## src/rtl/fetch_unit.sv

```systemverilog
// Fetch stage of the RV64 pipeline: PC register, instruction-bus request FSM and
// one-entry instruction buffer for the F/D handoff. Optional counters: FETCH_PERF_EN.
module fetch_unit #(
  parameter logic [63:0] RESET_PC = 64'h0000_0000_8000_0000
) (
  input  logic        clk,
  input  logic        reset,
  input  logic [63:0] pc_selected,
  output logic [63:0] pcplus4,
  output logic        stall_f,
  input  logic        redirect_valid,
  input  logic [63:0] redirect_pc,
  output logic        ireq_valid,
  output logic [63:0] ireq_addr,
  input  logic        iresp_data_ok,
  input  logic [31:0] iresp_data,
  output logic        d_valid,
  output logic [63:0] d_pc,
  output logic [31:0] d_instr,
  output logic        d_misalign,
  input  logic        d_ready
`ifdef FETCH_PERF_EN
  ,
  output logic [63:0] perf_fetched,
  output logic [63:0] perf_stall
`endif
);

  typedef enum logic [1:0] {IDLE, REQ, DRAIN, OUT} state_t;

  localparam logic [31:0] NOP_INSTR = 32'h0000_0013;

  state_t      state;
  state_t      state_next;
  logic [63:0] pc;
  logic [63:0] req_addr;
  logic [63:0] req_addr_next;
  logic [31:0] ibuf;
  logic [31:0] ibuf_next;
  logic        mis;
  logic        mis_next;
  logic        pc_misaligned;
  logic        handoff;

  assign pc_misaligned = (pc[1:0] != 2'b00);

  // Outputs are gated by reset so nothing leaks onto the bus or into decode
  // while reset is held low, regardless of the state left over.
  always_comb begin
    pcplus4    = pc + 64'd4;
    d_pc       = pc;
    d_valid    = reset && (state == OUT) && !redirect_valid;
    handoff    = d_valid && d_ready;
    stall_f    = !handoff;
    d_instr    = reset ? ibuf : 32'h0;
    d_misalign = reset ? mis : 1'b0;
    ireq_valid = 1'b0;
    ireq_addr  = 64'h0;
    if (reset) begin
      case (state)
        REQ: begin
          ireq_valid = !pc_misaligned;
          ireq_addr  = pc;
        end
        DRAIN: begin
          ireq_valid = 1'b1;
          ireq_addr  = req_addr;
        end
        default: begin
          ireq_valid = 1'b0;
          ireq_addr  = 64'h0;
        end
      endcase
    end
  end

  // Next-state logic. In REQ a redirect takes priority over the misaligned
  // shortcut so a stale PC never produces a synthetic instruction.
  always_comb begin
    state_next    = state;
    req_addr_next = req_addr;
    ibuf_next     = ibuf;
    mis_next      = mis;
    case (state)
      IDLE: state_next = REQ;
      REQ: begin
        if (redirect_valid) begin
          if (!pc_misaligned && !iresp_data_ok) begin
            req_addr_next = pc;
            state_next    = DRAIN;
          end else begin
            state_next = REQ;
          end
        end else if (pc_misaligned) begin
          ibuf_next  = NOP_INSTR;
          mis_next   = 1'b1;
          state_next = OUT;
        end else if (iresp_data_ok) begin
          ibuf_next  = iresp_data;
          mis_next   = 1'b0;
          state_next = OUT;
        end
      end
      DRAIN: begin
        if (iresp_data_ok) state_next = REQ;
      end
      OUT: begin
        if (redirect_valid || handoff) state_next = REQ;
      end
      default: state_next = IDLE;
    endcase
  end

  // While stalled the selector feeds back pc itself, so pc holds without a hold mux here.
  always_ff @(posedge clk) begin
    if (!reset) begin
      pc       <= RESET_PC;
      state    <= IDLE;
      req_addr <= 64'h0;
      ibuf     <= 32'h0;
      mis      <= 1'b0;
    end else begin
      pc       <= redirect_valid ? redirect_pc : pc_selected;
      state    <= state_next;
      req_addr <= req_addr_next;
      ibuf     <= ibuf_next;
      mis      <= mis_next;
    end
  end

`ifdef FETCH_PERF_EN
  always_ff @(posedge clk) begin
    if (!reset) begin
      perf_fetched <= 64'h0;
      perf_stall   <= 64'h0;
    end else begin
      if (handoff) perf_fetched <= perf_fetched + 64'd1;
      if (ireq_valid && !iresp_data_ok) perf_stall <= perf_stall + 64'd1;
    end
  end
`else
  // Performance counters not built.
`endif

endmodule

```

## config.mk

```make
export PLATFORM = sky130hd
export DESIGN_NAME = fetch_unit
export DESIGN_NICKNAME = d
export VERILOG_FILES = /design/src/rtl/fetch_unit.sv
export SDC_FILE = /design/constraint.sdc
export NUM_CORES = 1
export LEC_CHECK = 0
export BUFFER_PORTS_ARGS = -buffer_cell sky130_fd_sc_hd__buf_2
export CAP_MARGIN = 20
export CORE_AREA = 2 2 152 154
export CTS_CLUSTER_SIZE = 16
export DETAILED_ROUTE_END_ITERATION = 10
export DIE_AREA = 0 0 154 156
export GPL_TIMING_DRIVEN = 0
export PLACE_DENSITY = 0.67
export SLEW_MARGIN = 20
export SYNTH_ARGS = -nofsm -noshare
export SYNTH_HDL_FRONTEND = slang
export SYNTH_SLANG_ARGS = --single-unit
```

## constraint.sdc

```tcl
create_clock -name clk -period 3.36 [get_ports clk]
set_clock_uncertainty 0.05 [all_clocks]
set_input_delay 0.84 -clock clk [delete_from_list [all_inputs] [get_ports clk]]
set_output_delay 0.84 -clock clk [all_outputs]
set_load 0.02 [all_outputs]
```

# == Yosys cells after proc, flatten, opt, wreduce, memory -nomap -nowiden ==
# Index checks and enable logic that the tools add are counted.
# totals
ff_bits,163
latch_bits,0
mem_bits_rw,0
mem_bits_ro,0
input_bits,165
output_inout_bits,228
word_cells,46
mem_count,0
# classes
add_sub_neg,1
n_mul,0
n_div,0
n_lt_le_gt_ge,0
n_eq_ne,6
n_shift,0
n_mux,18
bitwise,1
n_reduce_logical,15
# ops
operator,n
$mux W64,2
$pmux W64 S2,1
$mux W32,3
$add A64 B3 Y64 const B,1
$mux W2,6
$reduce_and A3 Y1,3
$pmux W2 S4,1
$eq A2 B2 Y1 const B,2
$logic_and A1 B1 Y1,4
$logic_not A1 Y1,4
$mux W1,4
$ne A4 B4 Y1 const B,1
$reduce_bool A2 Y1,2
$eq A2 B1 Y1 const B,1
$logic_not A2 Y1,1
$ne A2 B1 Y1 const B,1
$ne A2 B2 Y1 const B,1
$pmux W1 S2,1
$logic_or A1 B1 Y1,1
$not A1 Y1,1

# == Depth between registers and ports, before layout ==
# depth
word_depth,7
ltp_mapped,8

# == Worst setup path before layout ==
# Ideal clock, no wire load.
# synth_timing
path_kind,input port to output port
start,in redirect_valid
end,out stall_f
t_arrival_ns,2.157
t_required_ns,2.470
path_slack_ns,0.313
path_stages,5
n_path_buf,3
cell_sequence,clkbuf_1 > clkbuf_1 > buf_2 > and3b_1 > nand2_1
# synth_via
elab_chain_len,4
# synth_rtl
item,line_no,source
from (decl),11,"input logic redirect_valid,"
$logic_not A1 Y1,52,d_valid = reset && (state == OUT) && !redirect_valid;
$logic_and A1 B1 Y1,52,
net d_valid,17,"output logic d_valid,"
$logic_and A1 B1 Y1,53,handoff = d_valid && d_ready;
$logic_not A1 Y1,54,stall_f = !handoff;
to (decl),10,"output logic stall_f,"
# The timed path passes the listed nets, and every way through them passes these cells.

# == Worst setup path in the final report ==
# layout_timing
start,"reg pc[13], in the netlist d_pc[13]"
end,out pcplus4[32]
# layout_via
elab_chain_len,1
# layout_rtl
item,line_no,source
from (decl),35,logic [63:0] pc;
from (signal assigned),123,pc <= redirect_valid ? redirect_pc : pc_selected;
$add A64 B3 Y64,50,pcplus4 = pc + 64'd4;
to (decl),9,"output logic [63:0] pcplus4,"
# No other way between the ends.

==> run metrics <==
outcome=finished clean; Most Used Layer, Global Route=met2; Final Net Count=1585; I/O pin total=393; initial antenna violation count=2; total wire length=30.84 mm; std cell rows=55; pwr dens=443.9 mW/mm^2; initial DRC count=499; CTS Buf Count=17; vias in the first global route=8211; fillcell total=2155; Setup TNS=0 ns; worst-skew pair later-pin latency=0.42 ns; Clk pin slew, worst setup/hold paths=0.06 ns; slowest CP cell=or4b_4; HP Class=flip-flop to flip-flop; CTS max path bufs=2; Max Freq=0.3002 GHz; Arr. time, crit path=2.44 ns; critical path required time=2.47 ns; Crit path max-delay family=simple AND/OR/NAND/NOR gates; Syn Area/Cell=8.490 um^2; share of cells above drive strength 1=0.3796; Die Y=156 um; Synthesis Warnings=0; Min Hold Slack=0.4128 ns; post-layout minimum cycle time=3.331 ns; clk root buf=clkbuf_16; Synth Instances=989; Port Buf Inserts=390; EDFF count, synth=0; total die area=0.02402 mm^2; GR met3 Demand/Resource=0.05444; Seq/Total Area, Yosys=0.3886; DRC viols=0; M1 GR Usage=0.2986; GR Layer Usage met2=0.4234; Vias=8721; Pins Over Slew Limit=0; Crit Path Category=flip-flop to output port; crit start category=flip-flop; Slew Limit Headroom=0.4359; crit-path max cell delay=0.55 ns; hpwl dp=23.41 mm; endpoints failing setup=0; GP Congestion=0.8223; CP bufs+invs=2; RSZ-0062 raised after global routing=true; Initial Utilization=0.3754; Post-Syn Nets=1158; Max VDD drop=0.0002648 V; Main synth FF type=dfxtp_1; Routed Antenna Nets=0; FF/Latch Area=0.003318 mm^2; Synth cell types=45; Vias/cell=5.088; CP endpoint kind=output port; maximum fanout along the worst path=7; Num Clock Sinks=163; CP cell instances=clkbuf_4, nand4_2, or2_1, or4b_4, nor2_2, xor2_1, buf_4; FFs w/ async S/R, synth=0; Multi-input gate area=0.004911 mm^2; #FFs+latches synth=163; largest net degree at the start of global routing=20; max-cap violations=0; mapped cell area=0.008397 mm^2; Avg WL per Cell=17.99 um; All-Layer GR Usage=0.2451; Static Leak=5.469 nW; final hold violations=0; Period Utilization, post-route=0.9915; H-tree Lvls=4; core footprint=0.02237 mm^2; P&R area growth vs syn=40.20%; DRT Pass-1 Iters=5; Die Wd=154 um; total grt overflow=0; CTS tree=done; first-pass GRT wire length=45.89 mm; Slew @ Worst Pin=0.8461 ns
## logic make-up after synthesis
kind of cell / Yosys count / share of synthesized area
compound gates: 166 / 0.1524
xor+xnor: 59 / 0.06154
fa+ha+maj: 4 / 0.005961
buf+inv: 92 / 0.04456
flops: 163 / 0.3886
mux: 66 / 0.07868
simple gates: 439 / 0.2682
## worst min-delay path, stage by stage (launching register included)
cell and delay, ns:
dfxtp_1 0.31, nand2_1 0.04, a21boi_0 0.06
## per-layer routing
layer / share of wire / vias up
li1: - / 4234
met1: 0.42 / 4025
met2: 0.48 / 406
met3: 0.068 / 54
met4: 0.028 / 2
met5: 0.00042 / -
## synth_stat cells, drive strengths merged (19+ instances only)
master  instances  area, um^2
xnor2          30       262.8
a21boi         63       473.0
mux2i          66       660.6
dfxtp         163        3263
and2           37       231.5
nand2         158       593.1
a22oi          64       480.5
clkbuf         63       245.2
nor2           83       311.6
xor2           29       254.0
buf            19       91.34
nand3          21       130.1
nor2b          65       406.6
a22o           29       254.0
## where the power goes
group	leakage (nW)	total [W]	switching (W)	internal [W]
clock network	0.324	0.00223	0.000882	0.00135
logic	3.80	0.000863	0.000524	0.000339
registers	1.34	0.00214	0.000118	0.00202
## metrics by stage
stage          instances    util  total power (W)  setup WS (ns)  instance area (um^2)
2_1_floorplan        989       -         0.002646         0.3129                  8397
3_3_place_gp        1664  0.4787         0.003017        -0.4847                 10710
3_5_place_dp        1664  0.4787         0.003024        -0.5169                 10710
4_1_cts             1712  0.5207         0.005251       0.002879                 11650
5_1_grt             1714  0.5264         0.005430       -0.05171                 11770
6_report            1714  0.5264         0.005226        0.02872                 11770
## what timing repair did
item,in CTS,in global routing
resized for setup,48,57
hold endpoints to repair,0,0
hold buffers,0,0
pin swaps,12,6
endpoints found under the setup margin,89,57
buffers inserted,19,1
## cell usage in the layout (no fill, tap or decap), drive strengths merged, types with 30 or more instances in the layout
cell	Yosys	layout
nand2	158	158
xnor2	30	30
clkbuf	63	79
and2	37	37
a21boi	63	63
a22oi	64	64
mux2i	66	66
nor2	83	83
nor2b	65	65
dfxtp	163	163
buf	19	428
## sequential cells by signal, summed over array words and instances (netlist names)
signal	count
d_pc	64
mis	1
state	2
req_addr	64
ibuf	32
## area by class of cell
class / instances / area share
Clock buffer: 17 / 0.03614
Tap cell: 285 / 0.03029
Clock inverter: 14 / 0.01987
Multi-Input combinational cell: 734 / 0.4172
Buffer: 80 / 0.03018
Antenna cell: 1 / 0.0002126
Timing Repair Buffer: 410 / 0.1811
Inverter: 10 / 0.003188
Sequential cell: 163 / 0.2819
## final timing paths
kind / to / slack (ns) / start / cells past startpoint
worst max-delay path: pcplus4[32] / 0.03 / d_pc[13] / 7
worst min-delay path: req_addr[39] / 0.41 / req_addr[39] / 2
worst max register to register: req_addr[24] / 0.96 / d_pc[1] / 6
worst min register to register: req_addr[39] / 0.41 / req_addr[39] / 2
(Power assumes the default switching activity.)
